`src/rtl/fetch_mem_adapter_pkg.sv`:
```
// Shared types and constants for the instruction-fetch-to-16-bit-bus adapter.
package fetch_mem_adapter_pkg;

  // Codebase-wide widths: PC / word width and instruction width.
  localparam int RW     = 16;
  localparam int I_SIZE = 32;
  localparam int BUS_W  = 16;

  // Low bit of the bus word address selects the instruction half.
  localparam logic HALF_LO = 1'b0;
  localparam logic HALF_HI = 1'b1;

  typedef enum logic [1:0] {
    ST_IDLE = 2'd0,
    ST_LO   = 2'd1,
    ST_HI   = 2'd2,
    ST_RESP = 2'd3
  } state_t;

  // Bus word address of one instruction half; PC 16'hFFFF wraps naturally.
  function automatic logic [RW:0] bus_addr(input logic [RW-1:0] pc, input logic half);
    return {pc, half};
  endfunction

endpackage

```
`src/rtl/fetch_mem_adapter_if.sv`:
```
// Fetch-side and memory-side signals of the adapter.
// Handshakes: the fetch stage holds i_req_active with i_req_addr; the adapter
// samples them only in IDLE and answers with a one-cycle o_req_data_valid pulse.
// On the bus, o_mem_req acts as valid and i_mem_ack as ready: o_mem_req and
// o_mem_addr hold steady until a cycle with i_mem_ack=1, which completes the
// beat with i_mem_data valid in that same cycle.
interface fetch_mem_adapter_if;
  import fetch_mem_adapter_pkg::*;

  logic [RW-1:0]     i_req_addr;
  logic              i_req_active;
  logic [I_SIZE-1:0] o_req_data;
  logic              o_req_data_valid;
  logic              i_invalidate;
  logic              o_mem_req;
  logic [RW:0]       o_mem_addr;
  logic              i_mem_ack;
  logic [BUS_W-1:0]  i_mem_data;

  // Environment view: fetch stage plus memory.
  modport master (
    output i_req_addr, i_req_active, i_invalidate, i_mem_ack, i_mem_data,
    input  o_req_data, o_req_data_valid, o_mem_req, o_mem_addr
  );

  // Adapter view.
  modport slave (
    input  i_req_addr, i_req_active, i_invalidate, i_mem_ack, i_mem_data,
    output o_req_data, o_req_data_valid, o_mem_req, o_mem_addr
  );
endinterface

```
`src/rtl/fetch_line_buf.sv`:
```
// Single-entry instruction line buffer: tag, data and valid bit with a
// combinational hit output. Invalidate wins over a same-cycle write.
module fetch_line_buf
  import fetch_mem_adapter_pkg::*;
(
  input  logic              i_clk,
  input  logic              i_rst,
  input  logic [RW-1:0]     lookup_tag,
  output logic              hit,
  output logic [I_SIZE-1:0] rd_data,
  input  logic              wr_en,
  input  logic [RW-1:0]     wr_tag,
  input  logic [I_SIZE-1:0] wr_data,
  input  logic              wr_valid,
  input  logic              inv
);
  logic [RW-1:0]     tag_q;
  logic [I_SIZE-1:0] data_q;
  logic              valid_q;

  // Line storage: fill writes tag/data, valid follows the fill unless invalidated.
  always_ff @(posedge i_clk) begin
    if (i_rst) begin
      tag_q   <= '0;
      data_q  <= '0;
      valid_q <= 1'b0;
    end else begin
      if (wr_en) begin
        tag_q  <= wr_tag;
        data_q <= wr_data;
      end
      if (inv)        valid_q <= 1'b0;
      else if (wr_en) valid_q <= wr_valid;
    end
  end

  assign hit     = valid_q && (tag_q == lookup_tag);
  assign rd_data = data_q;
endmodule

```
`src/rtl/fetch_mem_adapter.sv`:
```
// Turns 32-bit instruction fetches into two 16-bit bus reads (low half first),
// with a one-line buffer that serves repeated fetches without bus traffic.
module fetch_mem_adapter
  import fetch_mem_adapter_pkg::*;
(
  input  logic                i_clk,
  input  logic                i_rst,
  fetch_mem_adapter_if.slave  bus,
  output state_t              dbg_state
);
  state_t            state_q, state_d;
  logic [RW-1:0]     pc_q;
  logic [BUS_W-1:0]  lo_q;
  logic [I_SIZE-1:0] data_q;
  logic              mem_req_q;
  logic [RW:0]       mem_addr_q;
  logic              pend_q;

  logic              take_hit, take_miss, lo_done, hi_done;
  logic              line_hit;
  logic [I_SIZE-1:0] line_data;

  fetch_line_buf u_line_buf (
    .i_clk      (i_clk),
    .i_rst      (i_rst),
    .lookup_tag (bus.i_req_addr),
    .hit        (line_hit),
    .rd_data    (line_data),
    .wr_en      (hi_done),
    .wr_tag     (pc_q),
    .wr_data    ({bus.i_mem_data, lo_q}),
    .wr_valid   (!pend_q),
    .inv        (bus.i_invalidate)
  );

  // State register.
  always_ff @(posedge i_clk) begin
    if (i_rst) state_q <= ST_IDLE;
    else       state_q <= state_d;
  end

  // Next state and step strobes; an invalidate during the hit check forces a miss.
  always_comb begin
    state_d   = state_q;
    take_hit  = 1'b0;
    take_miss = 1'b0;
    lo_done   = 1'b0;
    hi_done   = 1'b0;
    case (state_q)
      ST_IDLE: begin
        if (bus.i_req_active) begin
          if (line_hit && !bus.i_invalidate) begin
            take_hit = 1'b1;
            state_d  = ST_RESP;
          end else begin
            take_miss = 1'b1;
            state_d   = ST_LO;
          end
        end
      end
      ST_LO: begin
        if (bus.i_mem_ack) begin
          lo_done = 1'b1;
          state_d = ST_HI;
        end
      end
      ST_HI: begin
        if (bus.i_mem_ack) begin
          hi_done = 1'b1;
          state_d = ST_RESP;
        end
      end
      ST_RESP: state_d = ST_IDLE;
      default: state_d = ST_IDLE;
    endcase
  end

  // Datapath: latched PC, bus request/address, assembled instruction, pending invalidate.
  always_ff @(posedge i_clk) begin
    if (i_rst) begin
      pc_q       <= '0;
      lo_q       <= '0;
      data_q     <= '0;
      mem_req_q  <= 1'b0;
      mem_addr_q <= '0;
      pend_q     <= 1'b0;
    end else begin
      if (take_miss) begin
        pc_q       <= bus.i_req_addr;
        mem_req_q  <= 1'b1;
        mem_addr_q <= bus_addr(bus.i_req_addr, HALF_LO);
      end
      if (lo_done) begin
        lo_q       <= bus.i_mem_data;
        mem_addr_q <= bus_addr(pc_q, HALF_HI);
      end
      if (hi_done) begin
        mem_req_q <= 1'b0;
        data_q    <= {bus.i_mem_data, lo_q};
      end
      if (take_hit) data_q <= line_data;
      if (state_q == ST_RESP)
        pend_q <= 1'b0;
      else if (bus.i_invalidate && (state_q == ST_LO || state_q == ST_HI))
        pend_q <= 1'b1;
    end
  end

  assign bus.o_req_data       = data_q;
  assign bus.o_req_data_valid = (state_q == ST_RESP);
  assign bus.o_mem_req        = mem_req_q;
  assign bus.o_mem_addr       = mem_addr_q;
  assign dbg_state            = state_q;
endmodule

```
`src/flat_wrapper.sv`:
```
// flat-port wrapper written by rule: the top's interface ports become plain ports
module fetch_mem_adapter_flat import fetch_mem_adapter_pkg::*;
  (i_clk, i_rst, dbg_state, bus_i_req_addr, bus_i_req_active, bus_i_invalidate, bus_i_mem_ack, bus_i_mem_data, bus_o_req_data, bus_o_req_data_valid, bus_o_mem_req, bus_o_mem_addr);
  fetch_mem_adapter_if bus_i ();
  input  logic i_clk;
  input  logic i_rst;
  output state_t dbg_state;
  input wire logic [$bits(bus_i.i_req_addr)-1:0] bus_i_req_addr;
  input wire logic [$bits(bus_i.i_req_active)-1:0] bus_i_req_active;
  input wire logic [$bits(bus_i.i_invalidate)-1:0] bus_i_invalidate;
  input wire logic [$bits(bus_i.i_mem_ack)-1:0] bus_i_mem_ack;
  input wire logic [$bits(bus_i.i_mem_data)-1:0] bus_i_mem_data;
  output wire logic [$bits(bus_i.o_req_data)-1:0] bus_o_req_data;
  output wire logic [$bits(bus_i.o_req_data_valid)-1:0] bus_o_req_data_valid;
  output wire logic [$bits(bus_i.o_mem_req)-1:0] bus_o_mem_req;
  output wire logic [$bits(bus_i.o_mem_addr)-1:0] bus_o_mem_addr;
  assign bus_i.i_req_addr = bus_i_req_addr;
  assign bus_i.i_req_active = bus_i_req_active;
  assign bus_i.i_invalidate = bus_i_invalidate;
  assign bus_i.i_mem_ack = bus_i_mem_ack;
  assign bus_i.i_mem_data = bus_i_mem_data;
  assign bus_o_req_data = bus_i.o_req_data;
  assign bus_o_req_data_valid = bus_i.o_req_data_valid;
  assign bus_o_mem_req = bus_i.o_mem_req;
  assign bus_o_mem_addr = bus_i.o_mem_addr;
  fetch_mem_adapter u_core (.i_clk(i_clk), .i_rst(i_rst), .bus(bus_i), .dbg_state(dbg_state));
endmodule
```
`config.mk`:
```
export PLATFORM = sky130hd
export DESIGN_NAME = fetch_mem_adapter_flat
export DESIGN_NICKNAME = d
export VERILOG_FILES = /design/src/rtl/fetch_mem_adapter_pkg.sv /design/src/rtl/fetch_mem_adapter_if.sv /design/src/rtl/fetch_line_buf.sv /design/src/rtl/fetch_mem_adapter.sv /design/src/flat_wrapper.sv
export SDC_FILE = /design/constraint.sdc
export NUM_CORES = 1
export LEC_CHECK = 0
export CORE_UTILIZATION = 40
export DETAILED_ROUTE_END_ITERATION = 6
export PLACE_DENSITY = 0.7
export SYNTH_ARGS = -nofsm -noshare
export SYNTH_HDL_FRONTEND = slang
export SYNTH_SLANG_ARGS = --single-unit
```
`constraint.sdc`:
```
create_clock -name i_clk -period 2 [get_ports i_clk]
set_input_delay 0.4 -clock i_clk [delete_from_list [all_inputs] [get_ports i_clk]]
set_output_delay 0.4 -clock i_clk [all_outputs]
set_load 0.005 [all_outputs]
```
# Word level (Yosys, flattened, before mapping)
# Cells that the tools add are included.
totals:
  regBits: 134
  latchBits: 0
  mem_bits_rw: 0
  mem_bits_ro: 0
  input_bits: 37
  out_inout_bits: 53
  elab_cells: 48
  memories: 0
classes:
  n_addsub: 0
  multipliers: 0
  div_mod_pow: 0
  n_lt_le_gt_ge: 0
  n_eq_ne: 7
  shift: 0
  muxes: 18
  n_bitwise: 0
  n_reduce_logical: 13
op_table:
  columns: ["op", "count"]
  rows:
  - ["$mux W32", 2]
  - ["$mux W17", 2]
  - ["$eq A16 B16 Y1", 1]
  - ["$mux W1", 9]
  - ["$mux W2", 4]
  - ["$pmux W2 S4", 1]
  - ["$ne A2 B2 Y1 const B", 3]
  - ["$reduce_or A2 Y1", 3]
  - ["$eq A2 B2 Y1 const B", 2]
  - ["$reduce_bool A2 Y1", 2]
  - ["$logic_and A1 B1 Y1", 3]
  - ["$reduce_and A3 Y1", 1]
  - ["$eq A2 B1 Y1 const B", 1]
  - ["$logic_not A1 Y1", 2]
  - ["$logic_not A2 Y1", 1]
  - ["$logic_or A1 B1 Y1", 1]

# Logic depth before layout (Yosys ltp)
# Gate-level depths: netlist of the first run.
depth:
  word_depth: 8
  mapped_depth: 8
  ltp_nobuf: 7

# Hierarchy
# From an unflattened synthesis of the first run, not the netlist that was laid out.
hier_totals:
  hier_cells: 607
  area_unflattened_um2: 5360.1
by_module_without_submodules:
  columns: ["mod", "instances", "cells_each", "area_per_inst_um2", "seq_area_each_um2"]
  rows:
  - ["fetch_mem_adapter", 1, 427, 3464.6, 1701.6]
  - ["fetch_line_buf", 1, 180, 1895.6, 980.9]

# Least setup slack after synthesis of the first run
# OpenSTA, ideal clock, no wires.
synth_timing:
  path_type: "register -> register"
  start: "register u_core.state_q[0] (netlist: u_core.dbg_state[0])"
  end: "register u_core.data_q[10] (netlist: u_core.bus.o_req_data[10])"
  setup_ps: 122
  t_arrival_ps: 1786
  required_time_ps: 1878
  slack_ps: 93
  stages_incl_launch_ff: 8
  path_buffers: 2
  period_less_slack_ps: 1907
  cell_sequence: "dfxtp_1 inv_1 ha_1 nand2_1 or3_1 buf_2 clkbuf_1 o311a_1"
synth_via:
  elab_chain_cells: 3
  word_cells_on_any_way: 6
  cone_classes: "eq/ne: 1; mux: 3; reduce/logical: 2"
synth_lines:
  columns: ["element", "line_no", "source"]
  rows:
  - ["start, declared", "fetch_mem_adapter.sv:11", "state_t state_q, state_d;"]
  - ["start signal, assigned", "fetch_mem_adapter.sv:39", "else state_q <= state_d;"]
  - ["$eq A2 B2 Y1 / $logic_not A2 Y1 (equally long branches)", "fetch_mem_adapter.sv:49", "case (state_q)"]
  - ["$mux W1", "fetch_mem_adapter.sv:49", null]
  - ["$reduce_bool A2 Y1 (no line) / $mux W32 (equally long branches)", null, null]
  - ["end signal, assigned", "fetch_mem_adapter.sv:99", "data_q <= {bus.i_mem_data, lo_q};"]
  - ["end signal, assigned", "fetch_mem_adapter.sv:101", "if (take_hit) data_q <= line_data;"]
  - ["end, declared", "fetch_mem_adapter.sv:14", "logic [I_SIZE-1:0] data_q;"]
# Parallel ways exist; a longest one is shown, timed or not.
# A chain may end at the register's enable or synchronous reset.

# Worst setup path in the final report of the first run
layout_timing:
  start: "input port bus_i_req_addr[11]"
  end: "register u_core.pc_q[3]"
layout_via:
  elab_chain_cells: 6
layout_lines:
  columns: ["element", "line_no", "source"]
  rows:
  - ["start, declared", "flat_wrapper.sv:8", "input wire logic [$bits(bus_i.i_req_addr)-1:0] bus_i_req_addr;"]
  - ["$eq A16 B16 Y1", "fetch_line_buf.sv:37", "assign hit = valid_q && (tag_q == lookup_tag);"]
  - ["$logic_and A1 B1 Y1", "fetch_line_buf.sv:37", null]
  - ["$logic_and A1 B1 Y1", "fetch_mem_adapter.sv:52", "if (line_hit && !bus.i_invalidate) begin"]
  - ["$mux W1", "fetch_mem_adapter.sv:52", null]
  - ["$mux W1", "fetch_mem_adapter.sv:51", "if (bus.i_req_active) begin"]
  - ["$mux W1", "fetch_mem_adapter.sv:49", null]
  - ["end signal, assigned", "fetch_mem_adapter.sv:89", "pc_q <= bus.i_req_addr;"]
  - ["end, declared", "fetch_mem_adapter.sv:12", "logic [RW-1:0] pc_q;"]
# No other way between the ends.

==> metrics.cfg, run 1 <==
[placed_design]
placement.setup.worst_slack_ns = -0.448
port_buffers = 89
place.gp.congestion = 0.819
post-dp-hpwl_mm = 10.4
placed_cell_area_mm2 = 0.00700

[floorplan]
num_rows = 43
die_w_um = 122
initial_utilization_pct = 41.2
die_height_um = 122
die_area_mm2 = 0.0148
io_pins = 90
fp.coreArea_mm2 = 0.0139

[clocking]
cts-htree-levels = 4
cts_buffers = 17
clk_path_buf_depth = 2
cts.clk_slew.worst_paths_ns = 0.06
clock_tree_from_tritoncts = yes
clock_sinks = 134
clock_tree_root_buffer_cell = sky130_fd_sc_hd__clkbuf_16
clock_latency_ns = 0.41

[grt]
initial_antenna_violation_count = 0
gr-usage-all-layers_pct = 22.8
first_global_vias = 5278
first_pass_grt_wire_length_mm = 26.5
overflow = 0
grt_start_max_net_pins = 100

[layout]
insertedDiodeCount = 0
post-route-util_pct = 56.6
layout_commonest_cell = sky130_fd_sc_hd__nand2_1
relative_area_change_from_synthesis_to_final_layout_pct = 37.3
postLayoutCellArea_mm2 = 0.00789
layout-drive-gt1-share_pct = 13.9
final.fill_count = 1136
layout.cells.most_common_list = sky130_fd_sc_hd__nand2_1, sky130_fd_sc_hd__dfxtp_1, sky130_fd_sc_hd__clkdlybuf4s50_1, sky130_fd_sc_hd__a21oi_1, sky130_fd_sc_hd__buf_4
final_net_count = 807

[worst_setup_path]
worstPathRequired_ns = 2.28
worst-path-max-fanout = 26
path_buf_inv = 3
path_class = in2reg
slowest_stage = sky130_fd_sc_hd__clkdlybuf4s50_1
crit_chain = clkdlybuf4s50_1 > xnor2_1 > nand3b_1 > buf_4 > or2_4 > buf_12 > a32oi_2 > o311ai_4
worst_setup_path_start_kind = input port
maximum_cell_stage_delay_along_the_critical_path_ns = 0.47
worstPathArrival_ns = 2.27
setup.worst_path.end_class = flop
critical_path.top_delay_family = buffers and inverters

[routing]
drt_wl_total_mm = 17.5
detail_route.wl_per_cell_um = 18.2
remaining_drc_errors = 0
num_vias = 5607
vias_per_cell = 5.85
detail-route-antenna-nets = 0
drt_iter0_markers = 584
dr.pass1.iters = 5

[sta]
final_max_slew_violation_count = 0
tightest_slew_ns = 0.629
report.final.setup_viol = 0
finalHoldViolCount = 0
relSlewSlack_pct = 58.0
fmaxAchievable_mhz = 503
grt_setup_unrepaired = true
worst_hold_slack_ns = 0.358
timing.final.crit_period_ns = 1.99
final.setup_skew_ns = 0.00695
final.setup.worst_slack_ns = 0.0105
fin_crit_sh_pct = 99.5

[synthesis]
synthDominantCellAreaShare_pct = 46.7
ys.warnings.count = 0
synth.distinct_cells = 38
synth_area_leader_cell = sky130_fd_sc_hd__dfxtp_1
postSynth.topFlopCell = sky130_fd_sc_hd__dfxtp_1
sequential_element_share_of_the_synthesized_area_pct = 46.7
postSynthCellCount = 674
syn_area_mm2 = 0.00575
avgSynthCellArea_um2 = 8.53
net_count_of_the_mapped_netlist = 715
ys_async_sr_fraction_pct = 0
synth_enable_flop_cells = 0
synth.ff_latch_count = 134
synthTopCellsByArea = sky130_fd_sc_hd__dfxtp_1, sky130_fd_sc_hd__nand2_1, sky130_fd_sc_hd__a21oi_1

[flow_run]
max_cap_viol_count = 0

[power]
ir_drop_mv = 0.634
pwr_dens_mw_per_mm2 = 1190
leakage_power_summed_over_all_cells_nw = 2.85

[min_path]
holdCritPathClass = in2reg

[status]
status = finished, final reports clean

[per-stage QoR]
stage                     TNS (ns)  cells  power [mW]
after floorplan                  0    674        4.79
after global placement      -23.76    920        5.81
after detailed placement    -26.48    920        5.92
after CTS                 -0.00437    957        9.25
after global routing        -0.104    959        9.75
final                            0    959        9.35
[state kept, by name, indices dropped and copies added (netlist names)]
signal                     flops
u_core.lo_q                   16
u_core.u_line_buf.valid_q      1
u_core.bus.o_req_data         32
u_core.u_line_buf.rd_data     32
u_core.dbg_state               2
u_core.pc_q                   16
u_core.bus.o_mem_addr         17
u_core.u_line_buf.tag_q       16
u_core.pend_q                  1
u_core.bus.o_mem_req           1
[metal layers]
layer	vias to the layer above	track usage, %	part of all wire [%]
met1	2763	29.8	45
met4	0	10.2	2.8
met5	-	0	0
li1	2625	-	-
met2	184	36.5	48
met3	35	4.31	4.5
[what timing repair did]
| action | CTS | global route |
|---|---|---|
| buffers inserted | 3 | 1 |
| gates resized for setup | 7 | 25 |
| hold buffers | 0 | 0 |
| setup endpoints to repair | 36 | 65 |
| cloned | 2 | 1 |
| pin swaps | 6 | 6 |
[worst paths after layout]
| kind | start | to | slack (ns) | depth (start not counted) |
|---|---|---|---|---|
| min | bus_i_req_addr[0] | u_core.bus.o_mem_addr[1] | 0.36 | 2 |
| min reg2reg | u_core.pend_q | u_core.u_line_buf.valid_q | 0.44 | 1 |
| max reg2reg | u_core.dbg_state[0] | u_core.bus.o_req_data[12] | 0.12 | 7 |
| max | bus_i_req_addr[11] | u_core.pc_q[3] | 0.01 | 8 |
[worst register-to-register path: stages, from the launching register on]
cell and delay, ns:
sky130_fd_sc_hd__dfxtp_1 0.31, sky130_fd_sc_hd__inv_1 0.08, sky130_fd_sc_hd__ha_1 0.26, sky130_fd_sc_hd__nand2_1 0.12, sky130_fd_sc_hd__or3_4 0.47, sky130_fd_sc_hd__buf_16 0.20, sky130_fd_sc_hd__o211ai_1 0.18, sky130_fd_sc_hd__o311a_1 0.20
[synth_stat cells (5+ instances only)]
cell type	count
sky130_fd_sc_hd__buf_2	5
sky130_fd_sc_hd__o221a_1	10
sky130_fd_sc_hd__o311ai_1	16
sky130_fd_sc_hd__a21oi_1	67
sky130_fd_sc_hd__dfxtp_1	134
sky130_fd_sc_hd__nor2_1	21
sky130_fd_sc_hd__nor3b_1	16
sky130_fd_sc_hd__xnor2_1	5
sky130_fd_sc_hd__o221a_2	6
sky130_fd_sc_hd__buf_1	7
sky130_fd_sc_hd__clkbuf_1	47
sky130_fd_sc_hd__nand2_1	196
sky130_fd_sc_hd__inv_1	5
sky130_fd_sc_hd__a32oi_1	16
sky130_fd_sc_hd__o22ai_1	16
sky130_fd_sc_hd__o211ai_1	32
sky130_fd_sc_hd__o311a_1	32
sky130_fd_sc_hd__xor2_1	11
[power breakdown]
part / internal (mW) / switching [mW]
combinational: 1.27 / 1.31
sequential: 3.10 / 0.345
clock: 2.10 / 1.23
[cell families (layout without fill, tap and decap cells)]
kind of cell	Yosys count	after routing	share of synthesized area, %
simple gates	248	248	18.2
compound gates	203	203	26.6
flops	134	134	46.7
buf+inv	69	174	5.20
xor+xnor	16	16	2.44
fa+ha+maj	4	4	0.871
[final cells by class]
| type | instances | area, um^2 | area share, % |
|---|---|---|---|
| flip-flops and latches | 134 | 2680 | 34.0 |
| multi-input cells | 471 | 2890 | 36.7 |
| well taps | 180 | 225 | 2.85 |
| inverters | 5 | 18.8 | 0.238 |
| clock buffers | 18 | 429 | 5.44 |
| clock inverters | 14 | 198 | 2.51 |
| repair buffers | 137 | 1440 | 18.3 |
Note: power is estimated with default switching activity, not from simulation.
==> run 2: changes to the inputs <==
--- a/config.mk
+++ b/config.mk
@@ -5,9 +5,12 @@
 export SDC_FILE = /design/constraint.sdc
 export NUM_CORES = 1
 export LEC_CHECK = 0
-export CORE_UTILIZATION = 40
+export CELL_PAD_IN_SITES_DETAIL_PLACEMENT = 0
+export CELL_PAD_IN_SITES_GLOBAL_PLACEMENT = 2
+export CORE_UTILIZATION = 29
+export CTS_CLUSTER_SIZE = 10
 export DETAILED_ROUTE_END_ITERATION = 6
-export PLACE_DENSITY = 0.7
+export PLACE_DENSITY = 0.82
 export SYNTH_ARGS = -nofsm -noshare
 export SYNTH_HDL_FRONTEND = slang
 export SYNTH_SLANG_ARGS = --single-unit
==> run 2 against run 1 <==
Utilization fell by 16 points. Clock-buffer cell count rose by 3. Sequential power barely moved. Global-route usage fell by 4.9 points. Largest power group unchanged.
==> metrics.cfg, run 2 (synthesis gave the netlist of run 1 again) <==
[status]
status = finished, final reports clean

[routing]
dr.pass1.iters = 4
detail_route.wl_per_cell_um = 16.9
detail-route-antenna-nets = 0
remaining_drc_errors = 0
drt_iter0_markers = 337
vias_per_cell = 5.14
num_vias = 5370
drt_wl_total_mm = 17.6

[layout]
postLayoutCellArea_mm2 = 0.00784
layout.cells.most_common_list = sky130_fd_sc_hd__nand2_1, sky130_fd_sc_hd__dfxtp_1, sky130_fd_sc_hd__clkdlybuf4s50_1, sky130_fd_sc_hd__a21oi_1, sky130_fd_sc_hd__buf_4
final_net_count = 808
insertedDiodeCount = 0
final.fill_count = 1935
layout-drive-gt1-share_pct = 12.6
layout_commonest_cell = sky130_fd_sc_hd__nand2_1
relative_area_change_from_synthesis_to_final_layout_pct = 36.4
fin_cells = 1045
post-route-util_pct = 40.3

[power]
p_total_mw = 8.96
pwr_dens_mw_per_mm2 = 1140
leakage_power_summed_over_all_cells_nw = 2.73
ir_drop_mv = 0.669

[clocking]
clk_path_buf_depth = 2
clock_latency_ns = 0.42
cts-htree-levels = 4
cts_buffers = 17
clock_sinks = 134
cts.clk_slew.worst_paths_ns = 0.06
clock_tree_root_buffer_cell = sky130_fd_sc_hd__clkbuf_16
clock_tree_from_tritoncts = yes
cts.repair_timing.setup_buffer_count = 0
hold_buffers = 0

[sta]
timing.final.crit_period_ns = 1.94
grt_setup_unrepaired = true
final.setup_skew_ns = 0.00502
fin_crit_sh_pct = 97.1
final.setup.tns_ns = 0
relSlewSlack_pct = 72.3
fmaxAchievable_mhz = 515
report.final.setup_viol = 0
tightest_slew_ns = 0.405
finalHoldViolCount = 0
final_max_slew_violation_count = 0

[grt]
initial_antenna_violation_count = 0
grt_start_max_net_pins = 44
first_global_vias = 5107
overflow = 0
gr-usage-all-layers_pct = 17.9
first_pass_grt_wire_length_mm = 27.7

[flow_run]
max_cap_viol_count = 0

[worst_setup_path]
worst_setup_path_start_kind = input port
worst-path-max-fanout = 32
critPathLaunch = bus_i_req_addr[1]
worstPathRequired_ns = 2.31
path_class = in2reg
setup.worst_path.end_class = flop
r2r_start = u_core.dbg_state[0]
worstPathArrival_ns = 2.25

[placed_design]
port_buffers = 89
post-dp-hpwl_mm = 11.4
place.gp.congestion = 0.803
count_of_placed_standard_cells_including_taps = 1012
placed_cell_area_mm2 = 0.00722

[floorplan]
initial_utilization_pct = 29.5
die_area_mm2 = 0.0204
io_pins = 90
die_w_um = 143
fp.coreArea_mm2 = 0.0195
num_rows = 51
die_height_um = 143

[min_path]
holdCritPathClass = in2reg
hold_path.startpoint = bus_i_req_addr[7]

[run 2: layout make-up]
type,instances,area [um^2],area share (%)
multi-input cells,471,2790,35.6
clock buffers,21,460,5.87
well taps,265,332,4.23
flip-flops and latches,134,2680,34.2
repair buffers,138,1460,18.6
clock inverters,11,101,1.29
inverters,5,18.8,0.239
[run 2: what timing repair did]
item / CTS / global route
pin swaps: 1 / 6
endpoints found under the setup margin: 4 / 51
gates cloned: 1 / 0
resized for setup: 2 / 7
[run 2: metal layers]
layer	vias up	GRT usage, %	share of wire [%]
li1	2631	-	-
met3	20	4.12	4.5
met2	105	28.7	47
met5	-	0	0
met1	2614	23.2	46
met4	0	7.13	1.8
[run 2: worst paths after layout]
path / endpoint / slack (ns) / cells after the start
min: u_core.bus.o_mem_addr[8] / 0.40 / 2
max reg2reg: u_core.bus.o_req_data[13] / 0.12 / 6
max: u_core.bus.o_req_data[13] / 0.06 / 6
min reg2reg: u_core.u_line_buf.rd_data[25] / 0.45 / 2
[run 2: per-stage QoR]
step                hold slack, ns  worst slack, ns
finish                       0.395           0.0573
global route                 0.385          -0.0156
CTS                          0.396          0.00537
detailed placement           0.448           -0.444
global placement             0.441           -0.415
floorplan                    0.425           0.0925
[run 2: critical path: stages]
cell	delay, ns
sky130_fd_sc_hd__clkdlybuf4s50_1	0.54
sky130_fd_sc_hd__xnor2_1	0.13
sky130_fd_sc_hd__nand4_1	0.13
sky130_fd_sc_hd__or3_4	0.40
sky130_fd_sc_hd__bufbuf_16	0.33
sky130_fd_sc_hd__o311a_1	0.30
[run 2: report_power, final]
part,total (mW),internal [mW],leakage (nW),switching [mW]
clock network,2.97,1.77,0.265,1.20
registers,3.44,3.10,1.09,0.337
logic,2.55,1.27,1.38,1.28
==> run 3: changes to the inputs <==
--- a/config.mk
+++ b/config.mk
@@ -7,10 +7,10 @@
 export LEC_CHECK = 0
 export CELL_PAD_IN_SITES_DETAIL_PLACEMENT = 0
 export CELL_PAD_IN_SITES_GLOBAL_PLACEMENT = 2
-export CORE_UTILIZATION = 29
+export CORE_UTILIZATION = 34
 export CTS_CLUSTER_SIZE = 10
 export DETAILED_ROUTE_END_ITERATION = 6
-export PLACE_DENSITY = 0.82
+export PLACE_DENSITY = 0.89
 export SYNTH_ARGS = -nofsm -noshare
 export SYNTH_HDL_FRONTEND = slang
 export SYNTH_SLANG_ARGS = --single-unit
==> constraint.sdc (replaced) <==
create_clock -name i_clk -period 2.3 [get_ports i_clk]
set_input_delay 0.46 -clock i_clk [delete_from_list [all_inputs] [get_ports i_clk]]
set_output_delay 0.46 -clock i_clk [all_outputs]
set_load 0.005 [all_outputs]
==> run 3 against run 2 <==
The run now ends with DRC left. Critical path type unchanged. Final area shrank 2.4%. Sequential power shrank 13%. Non-clock buffer count shrank 10. Clock power shrank 9.1%. Die area shrank 15%. Cell count shrank 5.3%. Clock-buffer cell count shrank 2.
==> metrics.cfg, run 3 (synthesis gave the netlist of run 1 again) <==
[placed_design]
count_of_placed_standard_cells_including_taps = 958
post-dp-hpwl_mm = 10.6
port_buffers = 89
place.gp.congestion = 0.742
placed_cell_area_mm2 = 0.00706

[min_path]
whs_endpoint = u_core.u_line_buf.rd_data[25]
hold_path_depth = 2
hold_path.startpoint = u_core.u_line_buf.rd_data[25]
holdCritPathClass = reg2reg

[worst_setup_path]
setup.worst_path.end_class = flop
rr_worst_depth = 7
worst_setup_path_start_kind = input port
r2r_start = u_core.dbg_state[0]
ff2ff_setup_slack_ns = 0.22
critPathLaunch = bus_i_req_addr[2]
worstPathRequired_ns = 2.67
worstPathArrival_ns = 2.46
worst-path-max-fanout = 64
path_class = in2reg
worstReg2RegEnd = u_core.bus.o_req_data[15]

[clocking]
clock_tree_from_tritoncts = yes
clock_sinks = 134
clk_path_buf_depth = 2
clock_tree_root_buffer_cell = sky130_fd_sc_hd__clkbuf_16
cts.clk_slew.worst_paths_ns = 0.06
cts.repair_timing.setup_buffer_count = 0
cts_buffers = 17
clock_latency_ns = 0.42
cts-htree-levels = 4

[status]
violations = DRC
status = finished, violations left

[routing]
detail_route.wl_per_cell_um = 17.0
vias_per_cell = 5.44
num_vias = 5385
drt_iter0_markers = 445
detail-route-antenna-nets = 0
drt_wl_total_mm = 16.8
dr.pass1.iters = 7
remaining_drc_errors = 2

[sta]
final.setup_skew_ns = 0.00651
report.final.setup_viol = 0
tightest_slew_ns = 0.727
timing.final.crit_period_ns = 2.10
final_max_slew_violation_count = 0
grt_setup_unrepaired = false
fmaxAchievable_mhz = 477
finalHoldViolCount = 0
relSlewSlack_pct = 51.5
fin_crit_sh_pct = 91.2

[grt]
gr-usage-all-layers_pct = 19.8
grt_start_max_net_pins = 100
initial_antenna_violation_count = 0
overflow = 0
first_global_vias = 5222
first_pass_grt_wire_length_mm = 27.4

[layout]
final_net_count = 798
fin_cells = 990
relative_area_change_from_synthesis_to_final_layout_pct = 33.2
insertedDiodeCount = 0
layout.cells.most_common_list = sky130_fd_sc_hd__nand2_1, sky130_fd_sc_hd__dfxtp_1, sky130_fd_sc_hd__clkdlybuf4s50_1, sky130_fd_sc_hd__a21oi_1
layout-drive-gt1-share_pct = 11.2
postLayoutCellArea_mm2 = 0.00765
final.fill_count = 1536
layout_commonest_cell = sky130_fd_sc_hd__nand2_1

[floorplan]
fp.coreArea_mm2 = 0.0165
num_rows = 47
die_area_mm2 = 0.0174
die_height_um = 132
io_pins = 90
initial_utilization_pct = 34.8
die_w_um = 132

[flow_run]
max_cap_viol_count = 0

[power]
ir_drop_mv = 0.645
pwr_dens_mw_per_mm2 = 1020
leakage_power_summed_over_all_cells_nw = 2.63
p_total_mw = 7.78

run 3: cell count changes in the layout (fill, tap and decap cells not counted), sizes merged:
cell | before | now
clkinv | 5 | 4
clkinvlp | 4 | 3
dlymetal6s2s | 4 | 0
inv | 6 | 9
bufinv | 1 | 2
clkdlybuf4s50 | 84 | 88
buf | 49 | 40
bufbuf | 1 | 0
clkbuf | 21 | 19
run 3: final cells by class:
cell class                      instances  area, um^2  area share [%]
Inverter                                5        18.8           0.245
Clock buffer                           19         443            5.79
Multi-Input combinational cell        471        2780            36.3
Tap cell                              220         275            3.60
Sequential cell                       134        2680            35.1
Clock inverter                         13         148            1.93
Timing Repair Buffer                  128        1310            17.1
run 3: metrics by stage:
stage	setup TNS [ns]	setup WS (ns)	util [%]	hold WS (ns)
final	0	0.203	46.3	0.456
after CTS	0	0.214	46.3	0.457
after global routing	0	0.0774	46.3	0.480
after floorplan	0	0.393	-	0.425
after global placement	-9.21	-0.181	42.7	0.441
after detailed placement	-10.50	-0.210	42.7	0.444
run 3: repair_timing:
| item | in CTS | in global routing |
|---|---|---|
| hold buffers | 0 | 0 |
| gates resized for setup | 0 | 1 |
| hold endpoints to repair | 0 | 0 |
| setup endpoints to repair | 0 | 1 |
run 3: worst max path at each step:
stage / to / slack, ns / cells past startpoint
after global routing: u_core.bus.o_req_data[29] / 0.08 / 7
after detailed placement: u_core.bus.o_req_data[16] / -0.21 / 7
final: u_core.bus.o_req_data[15] / 0.20 / 7
after CTS: u_core.bus.o_mem_addr[5] / 0.21 / 9
after floorplan: u_core.bus.o_req_data[10] / 0.39 / 7
after global placement: u_core.bus.o_mem_addr[1] / -0.18 / 8
run 3: report_power, final:
group	switching, mW	leakage (nW)	internal, mW
clock network	1.06	0.282	1.64
registers	0.303	1.09	2.70
logic	1.07	1.26	1.02
total	2.43	2.63	5.35
run 3: metal layers:
metal | vias to the layer above | global-route usage, % | share of wire (%)
li1 | 2618 | - | -
met1 | 2604 | 25.4 | 46
met2 | 143 | 32.4 | 47
met3 | 20 | 3.96 | 4.3
met4 | 0 | 8.20 | 1.9
met5 | - | 0 | 0
run 3: critical path: stages:
cell                              delay (ns)
sky130_fd_sc_hd__clkdlybuf4s50_1        0.55
sky130_fd_sc_hd__xnor2_1                0.14
sky130_fd_sc_hd__nand4_1                0.16
sky130_fd_sc_hd__or3_2                  0.52
sky130_fd_sc_hd__buf_12                 0.22
sky130_fd_sc_hd__o211ai_1               0.21
sky130_fd_sc_hd__o311a_1                0.18
